### src/rtl/timer_slave_if.sv
// Data-memory bus between the CPU-side master and the timer responder.
// ram_en is the request valid; the slave is always ready, so every request
// with ram_en=1 completes in the cycle it is presented (reads same cycle,
// writes at the next rising edge). No request is ever stalled or queued.
interface timer_slave_if;
  logic        ram_en;
  logic        wr_en;
  logic [3:0]  Bits_Sel;
  logic [31:0] ram_addr_i;
  logic [31:0] data_to_ram;
  logic [31:0] data_from_ram;

  modport master (
    output ram_en, wr_en, Bits_Sel, ram_addr_i, data_to_ram,
    input  data_from_ram
  );

  modport slave (
    input  ram_en, wr_en, Bits_Sel, ram_addr_i, data_to_ram,
    output data_from_ram
  );
endinterface

### src/rtl/timer_slave.sv
// Memory-mapped prescaled 32-bit timer with compare, auto-reload/one-shot
// modes and a level interrupt (PEND & IE).
module timer_slave #(
  parameter int                 DATA_W  = 32,
  parameter int                 PRESC_W = 8,
  parameter logic [DATA_W-1:0]  CMP_RST = 32'hFFFF_FFFF
) (
  input  logic          clk,
  input  logic          rst_n,
  timer_slave_if.slave  bus,
  output logic          timer_interrupt
);

  localparam logic [1:0] OFF_CTRL    = 2'd0;
  localparam logic [1:0] OFF_COUNT   = 2'd1;
  localparam logic [1:0] OFF_COMPARE = 2'd2;
  localparam logic [1:0] OFF_STATUS  = 2'd3;

  logic               en_q, en_d;
  logic               ar_q, ar_d;
  logic               ie_q, ie_d;
  logic [PRESC_W-1:0] presc_q, presc_d;
  logic [PRESC_W-1:0] psc_q, psc_d;
  logic [DATA_W-1:0]  count_q, count_d;
  logic [DATA_W-1:0]  compare_q, compare_d;
  logic               pend_q, pend_d;

  logic               wr, rd, tick, pend_set, pend_clr;
  logic [1:0]         off;
  logic [DATA_W-1:0]  ctrl_merged;
  logic [DATA_W-1:0]  rd_data;
  logic               unused_addr;

  function automatic logic [DATA_W-1:0] lane_merge(input logic [DATA_W-1:0] cur,
                                                   input logic [DATA_W-1:0] wdata,
                                                   input logic [3:0]        sel);
    logic [DATA_W-1:0] r;
    r = cur;
    for (int i = 0; i < 4; i++) begin
      if (sel[i]) r[8*i +: 8] = wdata[8*i +: 8];
    end
    return r;
  endfunction

  function automatic logic [DATA_W-1:0] ctrl_pack(input logic en, input logic ar,
                                                  input logic ie,
                                                  input logic [PRESC_W-1:0] presc);
    logic [DATA_W-1:0] r;
    r = '0;
    r[0] = en;
    r[1] = ar;
    r[2] = ie;
    r[8 +: PRESC_W] = presc;
    return r;
  endfunction

  assign wr  = bus.ram_en & bus.wr_en;
  assign rd  = bus.ram_en & ~bus.wr_en;
  assign off = bus.ram_addr_i[3:2];
  assign unused_addr = ^{bus.ram_addr_i[31:4], bus.ram_addr_i[1:0]};

  always_comb begin
    en_d        = en_q;
    ar_d        = ar_q;
    ie_d        = ie_q;
    presc_d     = presc_q;
    psc_d       = '0;
    count_d     = count_q;
    compare_d   = compare_q;
    tick        = 1'b0;
    pend_set    = 1'b0;
    pend_clr    = 1'b0;
    ctrl_merged = '0;

    if (en_q) begin
      if (psc_q == presc_q) tick = 1'b1;
      else                  psc_d = psc_q + 1'b1;
    end

    if (tick) begin
      if (count_q != compare_q) begin
        count_d = count_q + 1'b1;
      end else begin
        pend_set = 1'b1;
        if (ar_q) count_d = '0;
        else      en_d    = 1'b0;
      end
    end

    // Bus writes land on top of the timer's own update, so written bytes win.
    // COUNT merges onto the current value: unwritten bytes hold, no increment.
    if (wr) begin
      unique case (off)
        OFF_CTRL: begin
          ctrl_merged = lane_merge(ctrl_pack(en_d, ar_d, ie_d, presc_d),
                                   bus.data_to_ram, bus.Bits_Sel);
          en_d    = ctrl_merged[0];
          ar_d    = ctrl_merged[1];
          ie_d    = ctrl_merged[2];
          presc_d = ctrl_merged[8 +: PRESC_W];
        end
        OFF_COUNT:   count_d   = lane_merge(count_q, bus.data_to_ram, bus.Bits_Sel);
        OFF_COMPARE: compare_d = lane_merge(compare_q, bus.data_to_ram, bus.Bits_Sel);
        OFF_STATUS:  pend_clr  = bus.Bits_Sel[0] & bus.data_to_ram[0];
        default: ;
      endcase
    end

    // A match in the same cycle as a W1C keeps PEND set.
    pend_d = pend_set | (pend_q & ~pend_clr);
  end

  always_ff @(posedge clk or negedge rst_n) begin
    if (!rst_n) begin
      en_q      <= 1'b0;
      ar_q      <= 1'b0;
      ie_q      <= 1'b0;
      presc_q   <= '0;
      psc_q     <= '0;
      count_q   <= '0;
      compare_q <= CMP_RST;
      pend_q    <= 1'b0;
    end else begin
      en_q      <= en_d;
      ar_q      <= ar_d;
      ie_q      <= ie_d;
      presc_q   <= presc_d;
      psc_q     <= psc_d;
      count_q   <= count_d;
      compare_q <= compare_d;
      pend_q    <= pend_d;
    end
  end

  always_comb begin
    rd_data = '0;
    if (rd) begin
      unique case (off)
        OFF_CTRL:    rd_data = ctrl_pack(en_q, ar_q, ie_q, presc_q);
        OFF_COUNT:   rd_data = count_q;
        OFF_COMPARE: rd_data = compare_q;
        OFF_STATUS:  rd_data[0] = pend_q;
        default: ;
      endcase
    end
  end

  assign bus.data_from_ram = rd_data;
  assign timer_interrupt   = pend_q & ie_q;

endmodule

### src/flat_wrapper.sv
// flat-port wrapper written by rule: the top's interface ports become plain ports
module timer_slave_flat 
#(
  parameter int                 DATA_W  = 32,
  parameter int                 PRESC_W = 8,
  parameter logic [DATA_W-1:0]  CMP_RST = 32'hFFFF_FFFF
)
  (clk, rst_n, timer_interrupt, bus_ram_en, bus_wr_en, bus_Bits_Sel, bus_ram_addr_i, bus_data_to_ram, bus_data_from_ram);
  timer_slave_if bus_i ();
  input  logic clk;
  input  logic rst_n;
  output logic timer_interrupt;
  input wire logic [$bits(bus_i.ram_en)-1:0] bus_ram_en;
  input wire logic [$bits(bus_i.wr_en)-1:0] bus_wr_en;
  input wire logic [$bits(bus_i.Bits_Sel)-1:0] bus_Bits_Sel;
  input wire logic [$bits(bus_i.ram_addr_i)-1:0] bus_ram_addr_i;
  input wire logic [$bits(bus_i.data_to_ram)-1:0] bus_data_to_ram;
  output wire logic [$bits(bus_i.data_from_ram)-1:0] bus_data_from_ram;
  assign bus_i.ram_en = bus_ram_en;
  assign bus_i.wr_en = bus_wr_en;
  assign bus_i.Bits_Sel = bus_Bits_Sel;
  assign bus_i.ram_addr_i = bus_ram_addr_i;
  assign bus_i.data_to_ram = bus_data_to_ram;
  assign bus_data_from_ram = bus_i.data_from_ram;
  timer_slave #(.DATA_W(DATA_W), .PRESC_W(PRESC_W), .CMP_RST(CMP_RST)) u_core (.clk(clk), .rst_n(rst_n), .bus(bus_i), .timer_interrupt(timer_interrupt));
endmodule
### config.mk
export PLATFORM = sky130hd
export DESIGN_NAME = timer_slave_flat
export DESIGN_NICKNAME = d
export VERILOG_FILES = /design/src/rtl/timer_slave_if.sv /design/src/rtl/timer_slave.sv /design/src/flat_wrapper.sv
export SDC_FILE = /design/constraint.sdc
export NUM_CORES = 1
export LEC_CHECK = 0
export CAP_MARGIN = 20
export CORE_ASPECT_RATIO = 1.1
export CORE_MARGIN = 2
export CORE_UTILIZATION = 53
export DETAILED_ROUTE_END_ITERATION = 12
export GPL_TIMING_DRIVEN = 0
export HOLD_SLACK_MARGIN = 0.05
export PLACE_DENSITY = 0.88
export SLEW_MARGIN = 10
export SYNTH_ARGS = -nofsm -noshare
export SYNTH_HDL_FRONTEND = slang
export SYNTH_SLANG_ARGS = --single-unit
### constraint.sdc
create_clock -name clk -period 2.6 [get_ports clk]
set_input_delay 0.52 -clock clk [delete_from_list [all_inputs] [get_ports clk]]
set_output_delay 0.52 -clock clk [all_outputs]
set_load 0.02 [all_outputs]
# Word level (Yosys, flattened, before mapping)
# Index checks and enable logic that the tools add are counted.
# Widths: inputs -> output; s select.
# totals
register_bits	84
inputBits	72
word_cells	66
# op_classes
n_addsub	2
eq_ne	9
muxes	26
n_bitwise	8
n_reduce_logical	7
# op_table
op	n
$mux 32	6
$pmux 31 s3	1
$mux 8	6
$add 32x1->32 const B	1
$ne 32x32->1	1
$reduce_and 3->1	6
$mux 1	12
$ne 3x3->1 const B	4
$add 8x1->8 const B	1
$eq 8x8->1	1
$and 1x1->1	5
$eq 2x2->1 const B	2
$pmux 1 s4	1
$eq 2x1->1 const B	1
$logic_not 2->1	1
$not 1->1	2
$or 1x1->1	1

# Depth between registers and ports, before layout
# Gate-level depths: netlist of run 1.
# logic_depth
ltp_word	7
mapped_depth	9

# Least setup slack after synthesis of run 1
# Ideal clock, no wire load.
# synth_path
path_type	in2out
startpoint	in bus_ram_addr_i[3]
endpoint	out bus_data_from_ram[16]
arrival_ns	1.697
required_time_ns	2.080
slack_ns	0.383
stages	6
path_buffers	3
cell_sequence	buf_2 -> nor2b_1 -> clkbuf_1 -> clkbuf_1 -> a22oi_1 -> nor2_1
# synth_between
elab_chain_cells	3
elab_cells_between_ends	5
# synth_lines
element	line_no	source
start, declared	flat_wrapper.sv:16	input wire logic [$bits(bus_i.ram_addr_i)-1:0] bus_ram_addr_i;
$eq 2x2->1, or another cell as far along	timer_slave.sv:138	unique case (off)
$pmux 31 s3 (*)	timer_slave.sv:138	
$mux 32 (*)	timer_slave.sv:137	if (rd) begin
end, declared	flat_wrapper.sv:18	output wire logic [$bits(bus_i.data_from_ram)-1:0] bus_data_from_ram;
# Every way passes the cells marked *; elsewhere a longest branch is shown, timed or not.

# Worst setup path in the final report of run 1
# layout_path
startpoint	in bus_ram_en
endpoint	reg u_core.count_q[14]
# layout_between
elab_chain_cells	2
elab_cells_between_ends	3
# layout_lines
element	line_no	source
start, declared	flat_wrapper.sv:13	input wire logic [$bits(bus_i.ram_en)-1:0] bus_ram_en;
$and 1x1->1 (*)	timer_slave.sv:57	assign wr = bus.ram_en & bus.wr_en;
$ne 3x3->1 (no source line) / $mux 32 (equally long branches)	--	
end signal, assigned	timer_slave.sv:129	count_q <= count_d;
end, declared	timer_slave.sv:24	logic [DATA_W-1:0] count_q, count_d;
# Marks and branches as above.
# A chain may end at the register's enable or synchronous reset.

==> results of run 1 <==
==> layer usage <==
metal / global-route usage / wire [um] / up-vias
met5: 0 / 0 / -
met4: 0.170 / 1080 / 0
met3: 0.0599 / 1420 / 84
met2: 0.503 / 8600 / 328
met1: 0.411 / 6990 / 2632
li1: - / - / 2412
==> logic make-up (layout without fill, tap and decap cells) <==
family / Yosys count / in the layout / synth area share
flops: 84 / 84 / 0.375
compound gates: 144 / 144 / 0.183
buf+inv: 54 / 144 / 0.0473
simple gates: 221 / 221 / 0.213
xor+xnor: 47 / 47 / 0.0720
fa+ha+maj: 2 / 2 / 0.00438
mux: 54 / 54 / 0.106
==> final cells by class <==
cell class              instances  share of cell area
well taps                     143              0.0257
clock buffers                  12              0.0354
repair buffers                 76               0.101
inverters                       9             0.00485
clock inverters                 3             0.00574
flip-flops and latches         84               0.307
multi-input cells             468               0.483
plain buffers                  44              0.0377
==> per-stage QoR <==
| step | area, um2 | worst slack (ps) | TNS, ps | hold slack [ps] |
|---|---|---|---|---|
| 4_1_cts | 6940 | 10.8 | 0 | 155 |
| 2_1_floorplan | 5720 | 383 | 0 | 224 |
| 3_3_place_gp | 6630 | -1910 | -159140 | 514 |
| 5_1_grt | 6970 | 7.51 | 0 | 169 |
| 3_5_place_dp | 6650 | -823 | -31850 | 508 |
| 6_report | 6970 | 85.0 | 0 | 133 |
==> worst max-delay path by stage <==
stage / cells past startpoint / end / from / slack (ps)
floorplan: 6 / bus_data_from_ram[16] / bus_ram_addr_i[3] / 380
global placement: 1 / u_core.psc_q[5]$_DFF_PN0_ / rst_n / -1910
detailed placement: 7 / bus_data_from_ram[10] / bus_ram_addr_i[2] / -820
CTS: 7 / bus_data_from_ram[15] / bus_ram_addr_i[3] / 10
global route: 8 / u_core.count_q[17]$_DFFE_PN0P_ / bus_wr_en / 8
finish: 8 / u_core.count_q[14]$_DFFE_PN0P_ / bus_ram_en / 90
==> power by group through the flow <==
stage / registers [mW] / logic (mW) / clock network (mW)
6_report: 1.97 / 1.37 / 1.29
4_1_cts: 1.96 / 1.30 / 1.28
3_3_place_gp: 1.95 / 1.26 / 0
2_1_floorplan: 1.89 / 0.888 / 0
3_5_place_dp: 1.98 / 1.30 / 0
5_1_grt: 2.01 / 1.47 / 1.35
==> Yosys cell counts, types with 2 or more instances <==
master / number
nand2b_1: 2
xor2_1: 46
nor4_1: 6
o31ai_1: 6
a32oi_1: 2
a41oi_1: 2
o211ai_1: 5
a21oi_1: 32
inv_1: 9
nor4_2: 8
o21ai_0: 18
and2_1: 8
mux2_2: 42
clkbuf_1: 21
nand2_1: 33
a221oi_1: 3
and4_1: 4
a31oi_1: 5
a222oi_1: 2
nor4_4: 2
dfrtp_1: 52
mux2i_1: 11
ha_1: 2
o2111ai_1: 5
buf_6: 5
nand4_1: 10
a311oi_1: 2
and3_1: 18
nand4_2: 3
a22oi_1: 28
a211oi_1: 7
nor2b_1: 4
o21a_1: 2
buf_4: 3
nand3_1: 28
o31ai_2: 2
a21boi_0: 2
buf_2: 14
nor3_1: 9
nor2_1: 73
dfstp_2: 32
o21ai_1: 4
o41ai_1: 2
==> timing repair <==
item	in CTS	in global routing
pin swaps	0	3
resized for setup	58	33
setup endpoints to repair	43	52
hold buffers	0	0
setup buffers	0	2
==> sequential cells by signal (all words and copies together) (netlist names) <==
register / flops
u_core.en_q: 1
u_core.psc_q: 8
u_core.ar_q: 1
u_core.ie_q: 1
u_core.compare_q: 32
u_core.count_q: 32
u_core.pend_q: 1
u_core.presc_q: 8
==> results_tabular.tex, run 1 <==
\begin{tabular}{lr}
\hline
Metric & Value \\
\hline
\multicolumn{2}{l}{\textbf{Run status}} \\
Status & completed \\
\multicolumn{2}{l}{\textbf{Placed design}} \\
Half-perimeter wire length after detailed placement & 13.1 mm \\
Number of placed cells counting well taps & 823 \\
Number of I/O port buffers & 73 \\
Routability cong. & 0.952 \\
\multicolumn{2}{l}{\textbf{Synth}} \\
Post-synth top flop & dfrtp\_1 \\
Synth Area per Inst & 9.44 um2 \\
Cells after Synth & a little over 600 \\
Top cell type by total area after synthesis & dfrtp\_1 \\
Sequential fraction of the synthesis area & 0.375 \\
Share of the synthesized area in the top cell type & 0.228 \\
Net count after synthesis & 680 \\
Number of enable-type register cells in the synthesized netlist & 0 \\
Synthesized cell area & between 5000 and 6000 um2 \\
Yosys warning count & 0 \\
Async set-reset flop share out of synthesis & 1.00 \\
Area contributors post-synth & dfrtp\_1, dfstp\_2, mux2\_2, xor2\_1, nor2\_1 \\
Number of storage elements in the synthesis netlist & 84 \\
Cell variety after synth & 75 \\
\multicolumn{2}{l}{\textbf{CTS}} \\
Deepest clock path buffer count & 2 \\
Clk slew on worst S/H paths & approximately 60 ps \\
TritonCTS clock tree & built \\
Clock tree root buffer cell & clkbuf\_16 \\
Cts bufs inserted & 9 \\
Worst-skew pair later-pin latency & 350 ps \\
Htree depth & 3 \\
Num Clock Sinks & 84 \\
\multicolumn{2}{l}{\textbf{Worst setup path}} \\
Critical path peak fanout & 10 \\
Required time of the critical path & 2850 ps \\
FF-to-FF Start & u\_core.psc\_q[6]\$\_DFF\_PN0\_ \\
Kind of start point of the critical path & input port \\
Critical Path AT & 2770 ps \\
Delay of the slowest critical-path stage & 420 ps \\
Reg-to-reg critical path endpoint & u\_core.count\_q[31]\$\_DFFE\_PN0P\_ \\
Length in cells of the worst reg-to-reg path & 7 \\
Critical-path cell with the highest stage delay & clkdlybuf4s50\_1 \\
Bufs and invs on worst path & 2 \\
Register-to-register setup slack & about 110 ps \\
Largest delay contributor family on the critical path & simple AND/OR/NAND/NOR gates \\
Worst Setup Path Type & in2reg \\
Critical Path Sink Type & register \\
Cells along the critical path & clkdlybuf4s50\_1 -> and2\_1 -> nand2\_1 -> nand4\_2 -> a21oi\_4 -> buf\_6 -> a21oi\_1 -> o31ai\_2 \\
\multicolumn{2}{l}{\textbf{Layout}} \\
Sequential cell area & 2140 um2 \\
Commonest cells after routing, fill and taps aside & nor2\_1, dfrtp\_1, xor2\_1 \\
Post-layout utilization of the core & 0.668 \\
Layout cells sized above 1 & 0.254 \\
Commonest non-fill, non-tap cell in the layout & nor2\_1 \\
Area occupied by multi-input gates & 3360 um2 \\
Final net count & 766 \\
Filler cell count in the final layout & 854 \\
Post-synthesis to final-layout area growth & 21.9\% \\
Antenna fix cells & 0 \\
Fin cells & about 840 \\
\multicolumn{2}{l}{\textbf{Route}} \\
Detailed-route vias per instance & 6.50 \\
Wire per inst & 21.5 um \\
Drt pass-1 iters & 6 \\
Total Wirelength & 18.1 mm \\
DRC violation total after the first TritonRoute iteration & 600 \\
Vias & 5456 \\
Antenna Nets Post-Route & 0 \\
Remaining design rule violation count & 0 \\
\multicolumn{2}{l}{\textbf{Global routing}} \\
Number of global-route vias before repair & roughly 5300 \\
Combined global-route utilization of all metal layers & 0.318 \\
Leftover overflow at the end of global routing & 0 \\
Wire length of the first global-routing pass & 28.4 mm \\
Antenna violations before repair & 0 \\
Largest net degree at the start of global routing & a little over 50 \\
\multicolumn{2}{l}{\textbf{Power}} \\
Leakage power & 2.86 nW \\
Combinational share of power & 0.296 \\
Switching portion of total power & 0.351 \\
Clock power share & 0.278 \\
Cell area power density & 665 nW/um2 \\
Worst VDD drop & 0.360 mV \\
Flop pwr share & 0.426 \\
Internal power contribution & 3.01 mW \\
Switching Power & approximately 1.6 mW \\
Final total power & 4.63 mW \\
\multicolumn{2}{l}{\textbf{Timing}} \\
Peak Freq & 0.398 GHz \\
Number of pins with negative max-slew slack in the final report & 0 \\
Number of endpoints failing setup at the final stage & 0 \\
Worst slew slack as a fraction of its limit & 0.512 \\
Clock period minus worst slack & 2510 ps \\
RSZ-0062 raised after global routing & false \\
Number of failing hold endpoints at the final stage & 0 \\
Clk\_skew & 6.83 ps \\
Final worst path period share & 0.967 \\
Actual transition at the worst max-transition pin & 733 ps \\
\multicolumn{2}{l}{\textbf{Job}} \\
Count of maximum capacitance violations & 0 \\
\multicolumn{2}{l}{\textbf{Floorplanning}} \\
Floorplan Core Area & 10400 um2 \\
Starting density of the core & 0.548 \\
Number of standard-cell rows in the floorplan & 39 \\
Die extent in x & 103 um \\
Vertical die dimension & 113 um \\
Area enclosed by the die boundary & 11600 um2 \\
Number of primary I/O pins & between 100 and 150 \\
\multicolumn{2}{l}{\textbf{Hold path}} \\
Class of the worst hold path & in2async \\
\hline
\end{tabular}
No activity file was read; power rests on OpenSTA's default activity.
==> inputs of run 2 (changes only) <==
- CORE_ASPECT_RATIO: 1.1 -> 0.7
- CTS_CLUSTER_SIZE: unset -> 14
- SETUP_SLACK_MARGIN: unset -> 0.2
==> run 2 against run 1 <==
Effect of this change: global-route usage rose by 1.4 points; via count rose by 1.8%; non-clock buffer count rose by 14; clock power rose by 5%; critical path type is now in2out; maximum frequency rose by 4.7%; first-iteration DRC count rose by 28%.
==> results_tabular.tex, run 2 (synthesis gave the netlist of run 1 again) <==
\begin{tabular}{lr}
\hline
Metric & Value \\
\hline
\multicolumn{2}{l}{\textbf{Placed design}} \\
Worst slack, placed & -874 ps \\
Number of placed cells counting well taps & just over 800 \\
Number of I/O port buffers & 73 \\
Half-perimeter wire length after detailed placement & 13.8 mm \\
Routability cong. & 0.999 \\
\multicolumn{2}{l}{\textbf{CTS}} \\
TritonCTS clock tree & built \\
Worst-skew pair later-pin latency & 350 ps \\
Num Clock Sinks & 84 \\
Deepest clock path buffer count & 2 \\
Clk slew on worst S/H paths & 60 ps \\
Clock tree root buffer cell & clkbuf\_16 \\
CTS Hold Bufs & 0 \\
Cts bufs inserted & 9 \\
Htree depth & 3 \\
\multicolumn{2}{l}{\textbf{Route}} \\
DRC violation total after the first TritonRoute iteration & 771 \\
Detailed-route vias per instance & 6.59 \\
Wire per inst & 22.3 um \\
Drt pass-1 iters & 5 \\
Total Wirelength & 18.8 mm \\
Vias & between 5000 and 6000 \\
Remaining design rule violation count & 0 \\
Antenna Nets Post-Route & 0 \\
\multicolumn{2}{l}{\textbf{Layout}} \\
Sequential cell area & between 2000 and 2500 um2 \\
Commonest non-fill, non-tap cell in the layout & nor2\_1 \\
Commonest cells after routing, fill and taps aside & nor2\_1, dfrtp\_1, mux2\_2 \\
Post-layout utilization of the core & 0.701 \\
Layout cells sized above 1 & 0.319 \\
Antenna fix cells & 0 \\
Leading registers by flop count & u\_core.compare\_q (32), u\_core.count\_q (32) \\
Filler cell count in the final layout & 768 \\
Final net count & between 700 and 800 \\
Post-synthesis to final-layout area growth & 27.9\% \\
Fin cells & 843 \\
Area occupied by multi-input gates & $\sim$3500 um2 \\
\multicolumn{2}{l}{\textbf{Timing}} \\
Clk\_skew & $\sim$9.5 ps \\
Smallest setup slack after layout & roughly 200 ps \\
Number of pins with negative max-slew slack in the final report & 0 \\
Fin Hold WS & between 100 and 150 ps \\
Worst slew slack as a fraction of its limit & 0.535 \\
Number of endpoints failing setup at the final stage & 0 \\
Clock period minus worst slack & 2400 ps \\
Setup\_tns & 0 ps \\
Number of failing hold endpoints at the final stage & 0 \\
Actual transition at the worst max-transition pin & approximately 700 ps \\
RSZ-0062 raised after global routing & true \\
Final worst path period share & 0.924 \\
Peak Freq & 0.416 GHz \\
\multicolumn{2}{l}{\textbf{Worst setup path}} \\
Required time of the critical path & 2080 ps \\
Critical Path AT & 1880 ps \\
Reg-to-reg critical path endpoint & u\_core.count\_q[20]\$\_DFFE\_PN0P\_ \\
Register-to-register setup slack & slightly below 300 ps \\
FF-to-FF Start & u\_core.count\_q[0]\$\_DFFE\_PN0P\_ \\
Critical path peak fanout & 10 \\
Kind of start point of the critical path & input port \\
Worst Setup Path Type & in2out \\
Critical Path Sink Type & output pin \\
Length in cells of the worst reg-to-reg path & 7 \\
\multicolumn{2}{l}{\textbf{Global routing}} \\
Met1 track demand over resource in global routing & 0.502 \\
Antenna violations before repair & 1 \\
Met3 Resource Use GR & 0.0788 \\
Peak-usage layer in the global routing report & met1 \\
Met2 track demand over resource in global routing & 0.461 \\
Combined global-route utilization of all metal layers & 0.332 \\
Leftover overflow at the end of global routing & 0 \\
Number of global-route vias before repair & between 5000 and 6000 \\
Wire length of the first global-routing pass & approximately 30 mm \\
Largest net degree at the start of global routing & 53 \\
\multicolumn{2}{l}{\textbf{Run status}} \\
Status & completed \\
\multicolumn{2}{l}{\textbf{Floorplanning}} \\
Floorplan Core Area & roughly 10000 um2 \\
Die extent in x & roughly 130 um \\
Area enclosed by the die boundary & 11600 um2 \\
Starting density of the core & 0.548 \\
Number of primary I/O pins & 105 \\
Vertical die dimension & 90.9 um \\
Number of standard-cell rows in the floorplan & 31 \\
\multicolumn{2}{l}{\textbf{Job}} \\
Count of maximum capacitance violations & 0 \\
\multicolumn{2}{l}{\textbf{Power}} \\
Leakage power & between 2 and 3 nW \\
Worst VDD drop & 0.408 mV \\
Cell area power density & 657 nW/um2 \\
\multicolumn{2}{l}{\textbf{Hold path}} \\
Class of the worst hold path & in2async \\
\hline
\end{tabular}
run 2: per-stage QoR:
stage	power (mW)	instance area (um2)
after floorplan	2.78	5720
after global placement	3.24	6610
after detailed placement	3.29	6640
after CTS	4.66	7110
after global routing	5.01	7310
final	4.80	7310
run 2: critical path: stages:
cell             delay [ps]
clkdlybuf4s50_1         410
nand2b_2                280
buf_4                   240
nor2_1                  160
clkdlybuf4s15_2         280
run 2: how the worst max path moves through the flow:
stage,from,cells past startpoint,end
6_report,bus_wr_en,5,bus_data_from_ram[11]
5_1_grt,u_core.count_q[8]$_DFFE_PN0P_,6,u_core.count_q[31]$_DFFE_PN0P_
4_1_cts,u_core.count_q[25]$_DFFE_PN0P_,8,u_core.count_q[19]$_DFFE_PN0P_
3_5_place_dp,bus_ram_addr_i[2],7,bus_data_from_ram[18]
3_3_place_gp,rst_n,1,u_core.count_q[23]$_DFFE_PN0P_
2_1_floorplan,bus_ram_addr_i[3],6,bus_data_from_ram[16]
run 2: cell type report:
class,instances,share of cell area
Tap cell,132,0.0226
Timing Repair Buffer,89,0.120
Clock inverter,6,0.00941
Sequential cell,84,0.293
Clock buffer,10,0.0327
Multi-Input combinational cell,468,0.475
Buffer,45,0.0424
Inverter,9,0.00462
run 2: layer usage:
metal  part of all wire  vias up
li1                   -     2441
met1               0.43     2690
met2               0.43      378
met3               0.12       44
met4              0.022        0
met5                  0        -
run 2: timing repair:
| item | in CTS | in global routing |
|---|---|---|
| endpoints found under the hold margin | 0 | 0 |
| pin swaps | 4 | 8 |
| resized for setup | 122 | 45 |
| endpoints found under the setup margin | 78 | 72 |
| setup buffers | 6 | 9 |
run 2: power breakdown:
group / total [mW] / internal, mW / switching (mW)
Clock: 1.35 / 0.780 / 0.569
Combinational: 1.46 / 0.634 / 0.823
Sequential: 1.99 / 1.66 / 0.338
Total: 4.80 / 3.07 / 1.73
